<file path="src/rtl/if_program_ctrl.sv">
// Instruction-fetch sequencing controller: assembles UART bytes into instruction words,
// writes them into IF memory, then runs or single-steps the pipeline until HALT.
module if_program_ctrl #(
    parameter int unsigned          INST_SZ   = 32,
    parameter int unsigned          DATA_SZ   = 8,
    parameter int unsigned          MEM_SZ    = 10,
    parameter logic [INST_SZ-1:0]   HALT_INST = 32'hFFFF_FFFF
) (
    input  logic               i_clk,
    input  logic               i_reset,
    input  logic [DATA_SZ-1:0] i_rx_data,
    input  logic               i_rx_valid,
    input  logic               i_halt_detected,
    output logic [INST_SZ-1:0] o_instruction,
    output logic               o_write,
    output logic [MEM_SZ-1:0]  o_wr_addr,
    output logic               o_enable,
    output logic               o_loaded,
    output logic               o_load_err,
    output logic [31:0]        o_cycle_count,
    output logic [2:0]         o_state
);

    localparam int unsigned BYTES = INST_SZ / DATA_SZ;
    localparam int unsigned CNT_W = (BYTES > 1) ? $clog2(BYTES) : 1;
    localparam int unsigned CYC_W = 32;

    localparam logic [DATA_SZ-1:0] CMD_LOAD = DATA_SZ'(1);
    localparam logic [DATA_SZ-1:0] CMD_RUN  = DATA_SZ'(2);
    localparam logic [DATA_SZ-1:0] CMD_STEP = DATA_SZ'(3);
    localparam logic [CNT_W-1:0]   CNT_LAST = CNT_W'(BYTES - 1);

    typedef enum logic [2:0] {
        ST_IDLE  = 3'd0,
        ST_LOAD  = 3'd1,
        ST_WRITE = 3'd2,
        ST_RUN   = 3'd3,
        ST_STEP  = 3'd4,
        ST_DONE  = 3'd5
    } state_e;

    state_e             state_q, state_d;
    logic [CNT_W-1:0]   cnt_q, cnt_d;
    logic [INST_SZ-1:0] instr_q, instr_d;
    logic [MEM_SZ-1:0]  addr_q, addr_d;
    logic               loaded_q, loaded_d;
    logic               err_q, err_d;
    logic [CYC_W-1:0]   cyc_q, cyc_d;
    logic               write_q, write_d;
    logic               enable_q, enable_d;

    // State and output registers
    always_ff @(posedge i_clk or negedge i_reset) begin
        if (!i_reset) begin
            state_q  <= ST_IDLE;
            cnt_q    <= '0;
            instr_q  <= '0;
            addr_q   <= '0;
            loaded_q <= 1'b0;
            err_q    <= 1'b0;
            cyc_q    <= '0;
            write_q  <= 1'b0;
            enable_q <= 1'b0;
        end else begin
            state_q  <= state_d;
            cnt_q    <= cnt_d;
            instr_q  <= instr_d;
            addr_q   <= addr_d;
            loaded_q <= loaded_d;
            err_q    <= err_d;
            cyc_q    <= cyc_d;
            write_q  <= write_d;
            enable_q <= enable_d;
        end
    end

    // Next-state logic; strobes are derived from the next state so they are registered
    always_comb begin
        state_d  = state_q;
        cnt_d    = cnt_q;
        instr_d  = instr_q;
        addr_d   = addr_q;
        loaded_d = loaded_q;
        err_d    = err_q;
        cyc_d    = cyc_q;

        if (enable_q && (cyc_q != '1)) begin
            cyc_d = cyc_q + CYC_W'(1);
        end

        unique case (state_q)
            ST_IDLE, ST_DONE: begin
                if (i_rx_valid) begin
                    if (i_rx_data == CMD_LOAD) begin
                        state_d  = ST_LOAD;
                        cnt_d    = '0;
                        addr_d   = '0;
                        loaded_d = 1'b0;
                        err_d    = 1'b0;
                        cyc_d    = '0;
                    end else if ((state_q == ST_IDLE) && loaded_q) begin
                        if (i_rx_data == CMD_RUN) begin
                            state_d = ST_RUN;
                        end else if (i_rx_data == CMD_STEP) begin
                            state_d = ST_STEP;
                        end
                    end
                end
            end
            ST_LOAD: begin
                if (i_rx_valid) begin
                    instr_d = {instr_q[INST_SZ-DATA_SZ-1:0], i_rx_data};
                    if (cnt_q == CNT_LAST) begin
                        cnt_d   = '0;
                        state_d = ST_WRITE;
                    end else begin
                        cnt_d = cnt_q + CNT_W'(1);
                    end
                end
            end
            ST_WRITE: begin
                // Address advances (and wraps) after every write; a full memory ends the load
                addr_d = addr_q + MEM_SZ'(1);
                if (instr_q == HALT_INST) begin
                    state_d  = ST_IDLE;
                    loaded_d = 1'b1;
                end else if (addr_q == '1) begin
                    state_d  = ST_IDLE;
                    loaded_d = 1'b1;
                    err_d    = 1'b1;
                end else begin
                    state_d = ST_LOAD;
                end
            end
            ST_RUN: begin
                if (i_halt_detected) begin
                    state_d = ST_DONE;
                end
            end
            ST_STEP: begin
                state_d = i_halt_detected ? ST_DONE : ST_IDLE;
            end
            default: begin
                state_d = ST_IDLE;
            end
        endcase

        write_d  = (state_d == ST_WRITE);
        enable_d = (state_d == ST_RUN) || (state_d == ST_STEP);
    end

    assign o_instruction = instr_q;
    assign o_write       = write_q;
    assign o_wr_addr     = addr_q;
    assign o_enable      = enable_q;
    assign o_loaded      = loaded_q;
    assign o_load_err    = err_q;
    assign o_cycle_count = cyc_q;
    assign o_state       = state_q;

endmodule
</file>
<file path="config.mk">
export PLATFORM = sky130hd
export DESIGN_NAME = if_program_ctrl
export DESIGN_NICKNAME = d
export VERILOG_FILES = /design/src/rtl/if_program_ctrl.sv
export SDC_FILE = /design/constraint.sdc
export NUM_CORES = 1
export LEC_CHECK = 0
export BUFFER_PORTS_ARGS = -buffer_cell sky130_fd_sc_hd__buf_2
export CAP_MARGIN = 20
export CORE_MARGIN = 2
export CORE_UTILIZATION = 49
export DETAILED_ROUTE_END_ITERATION = 10
export GPL_TIMING_DRIVEN = 1
export PLACE_DENSITY = 0.76
export SYNTH_ARGS = -nofsm -noshare
export SYNTH_HDL_FRONTEND = slang
export SYNTH_SLANG_ARGS = --single-unit
</file>
<file path="constraint.sdc">
create_clock -name i_clk -period 1.96 [get_ports i_clk]
set_input_delay 0.392 -clock i_clk [delete_from_list [all_inputs] [get_ports i_clk]]
set_output_delay 0.392 -clock i_clk [all_outputs]
set_load 0.1 [all_outputs]
</file>
==> metrics.md <==
| Metric | Value |
|---|---|
| Die area | `9043 um^2` |
| Vias in the first global route | `3406` |
| Max Root-Sink Buffers | `2` |
| DRT iter0 DRCs | `108` |
| Clock skew | `0.008902 ns` |
| Slack of the worst reg-to-reg path | `0.04 ns` |
| Wirelength per Cell | `16.03 um` |
| Standard-cell rows | `33` |
| Routability cong. | `0.8684` |
| Area leader, netlist | `dfrtp_1` |
| Hold path cells | `2` |
| Critical Path Max Stage Delay | `0.61 ns` |
| Die X | `95.10 um` |
| Hold Path Class | `in -> reg` |
| Final Slew Violations | `0` |
| CTS tree | `built` |
| Most used flip-flop cell after synthesis | `dfrtp_1` |
| Startpoint Class | `flop` |
| Worst endpoint required time | `2.23 ns` |
| Worst slew pin tran | `0.5025 ns` |
| Largest net degree at the start of global routing | `37` |
| Num CTS Buffers | `9` |
| Largest fanout on the critical path | `6` |
| CP Class | `reg -> reg` |
| Total GRT Usage | `22.67%` |
| CP arrival | `2.19 ns` |
| Post-synthesis sequential area ratio | `51.08%` |
| Share of layout cells above drive strength 1 | `46.71%` |
| Chip height | `95.10 um` |
| Vias | `3518` |
| Antenna violations before repair | `0` |
| Synthesized net count | `400` |
| DRT Pass-1 Iters | `4` |
| Initial core utilization | `49.99%` |
| Outcome | `complete, no violations` |
| Syn. warnings | `0` |
| Clk_lat worst skew | `0.35 ns` |
| # DRC | `0` |
| Crit. End Element | `flop` |
| Area share of the largest cell type after synthesis | `51.08%` |
| Clk root buf | `clkbuf_8` |
| Final Hold Viols | `0` |
| Final antenna-violating net count | `0` |
| Total gr overflow | `0` |
| Clock H-tree levels | `3` |
| WL final | `9.957 mm` |
| Tmin final | `1.921 ns` |
| NumNets Final | `526` |
| RSZ-0062 raised after global routing | `yes` |
| Ys async rst share | `100.0%` |
| Hpwl dp | `7.264 mm` |
| Setup_tns | `0 ns` |
| Max-slew headroom | `66.73%` |
| Synth top area cells | `dfrtp_1, mux2_2, nand2_1` |
| Slowest-stage cell, CP | `or4_4` |
| Post-synth EDFFs | `0` |
| Mapped Area | `4066 um^2` |
| Register clock-pin slew on the reported worst setup and hold paths | `0.09 ns` |
| Area growth, synth to finish | `31.23%` |
| Worst Reg2Reg Path Length in Cells | `5` |
| Final setup vio count | `0` |
| Avg Synthesized Cell Area | `10.56 um^2` |
| Fmax | `0.5206 GHz` |
| Max-cap violation count | `0` |
| Cells after Synth | `385` |
| Hold Slack | `0.2898 ns` |
| Count of input and output buffers | `92` |
| Synth Register Bits | `83` |
| Vias per cell | `5.665` |
| Distinct cells, synth | `52` |
| Antenna cell count | `0` |
| Crit-path cells | `nand4_4, or4_4, o31a_2, nand3_1, mux2i_1` |
| Io pins | `93` |
| Final period util | `98.01%` |
| First-pass GRT wire length | `16.22 mm` |
| Sink Count | `83` |
| Core ar. | `8134 um^2` |
area by class of cell:
cell class	count	area, um^2
clock buffers	9	123.9
clock inverters	7	66.31
fillers	638	2798
inverters	9	33.78
multi-input cells	284	2028
flip-flops and latches	83	2202
well taps	105	131.4
repair buffers	124	750.7
cell families (layout without fill, tap and decap cells):
kind of cell	Yosys count	after routing	synth area share, %
adder cells (fa/ha/maj)	4	4	1.169
multiplexers	34	34	9.354
XOR/XNOR	16	16	3.446
flip-flops	83	83	51.08
AO/OA/AOI/OAI	75	76	12.46
AND/OR/NAND/NOR	153	154	20.43
buffers and inverters	20	149	2.061
layer usage:
metal / track usage, % / vias up / wire length (um)
met3: 4.822 / 17 / 582
met1: 28.27 / 1728 / 4140
met5: 0 / - / 0
met4: 8.333 / 0 / 167
met2: 38.79 / 99 / 5066
li1: - / 1674 / -
path summary, 6_finish.rpt:
path / startpoint / to
setup / recovery: o_cycle_count[27] / o_cycle_count[7]
hold / removal: i_rx_data[5] / o_instruction[5]
setup reg to reg: o_cycle_count[27] / o_cycle_count[7]
hold reg to reg: cnt_q[0] / cnt_q[0]
max in group asynchronous: i_reset / o_state[1]
min in group asynchronous: i_reset / o_cycle_count[9]
through the flow:
step	util, %	cell area [um^2]	cells	setup WS (ns)
floorplan	-	4233	385	-0.2537
global placement	61.76	5024	600	0.001858
detailed placement	61.76	5024	600	-0.05861
CTS	64.62	5256	618	0.004046
global route	65.61	5336	621	-0.08378
finish	65.61	5336	621	0.03897
cell usage in the layout, fill, tap and decap left out, types with 5 or more instances in the layout:
cell,n
buf_2,91
dfrtp_1,41
nand2_1,32
mux2_2,32
dfrtp_4,29
nor2_1,28
buf_4,27
o21ai_0,20
a21oi_1,19
nand4_1,18
nand3_1,18
dfrtp_2,13
or3_1,11
inv_1,9
clkbuf_8,9
nor4_1,8
xnor2_1,8
xor2_1,8
and4_1,5
state kept, by name, summed over array words and instances, names as in the netlist:
| signal | cells |
|---|---|
| cnt_q | 2 |
| o_cycle_count | 32 |
| o_enable | 1 |
| o_instruction | 32 |
| o_load_err | 1 |
| o_loaded | 1 |
| o_state | 3 |
| o_wr_addr | 10 |
| o_write | 1 |
cell usage after synthesis, types with 2 or more instances:
library cell  number
nand2b_1           4
nor2_1            29
nor2b_1            4
nand4_1           18
xnor2_1            8
clkbuf_1           9
nor3b_1            2
nand2_1           33
nand3b_1           2
or3_2              3
o31ai_4            2
o21ai_0           24
xor2_1             8
or3_1             12
inv_1              9
a31oi_1            4
o31a_2             2
o211ai_1           2
a211oi_1           4
nor3_1             3
dfrtp_1           83
or4_1              2
o31ai_1            2
a21oi_1           23
and4_1             5
ha_1               3
nor4_1             8
mux2_2            32
mux2i_1            2
and2_1             3
nand3_1           18
and3_1             2
worst max-delay path: cells and delay by family, from the launching register on:
family	cells	cell delay (ns)
AO/OA/AOI/OAI	1	0.39
flip-flops	1	0.43
multiplexers	1	0.19
AND/OR/NAND/NOR	3	0.82
repair_timing:
item / CTS / global route
pin swaps: 1 / 6
endpoints found under the hold margin: 29 / 0
resized for setup: 5 / 11
hold buffers: 1 / 0
gates cloned: 1 / 1
buffers inserted: 0 / 2
endpoints found under the setup margin: 8 / 23
Power is left out: the tool's default activity adds up to more than one toggle a clock period on the data nets, which glitch-free logic cannot reach.
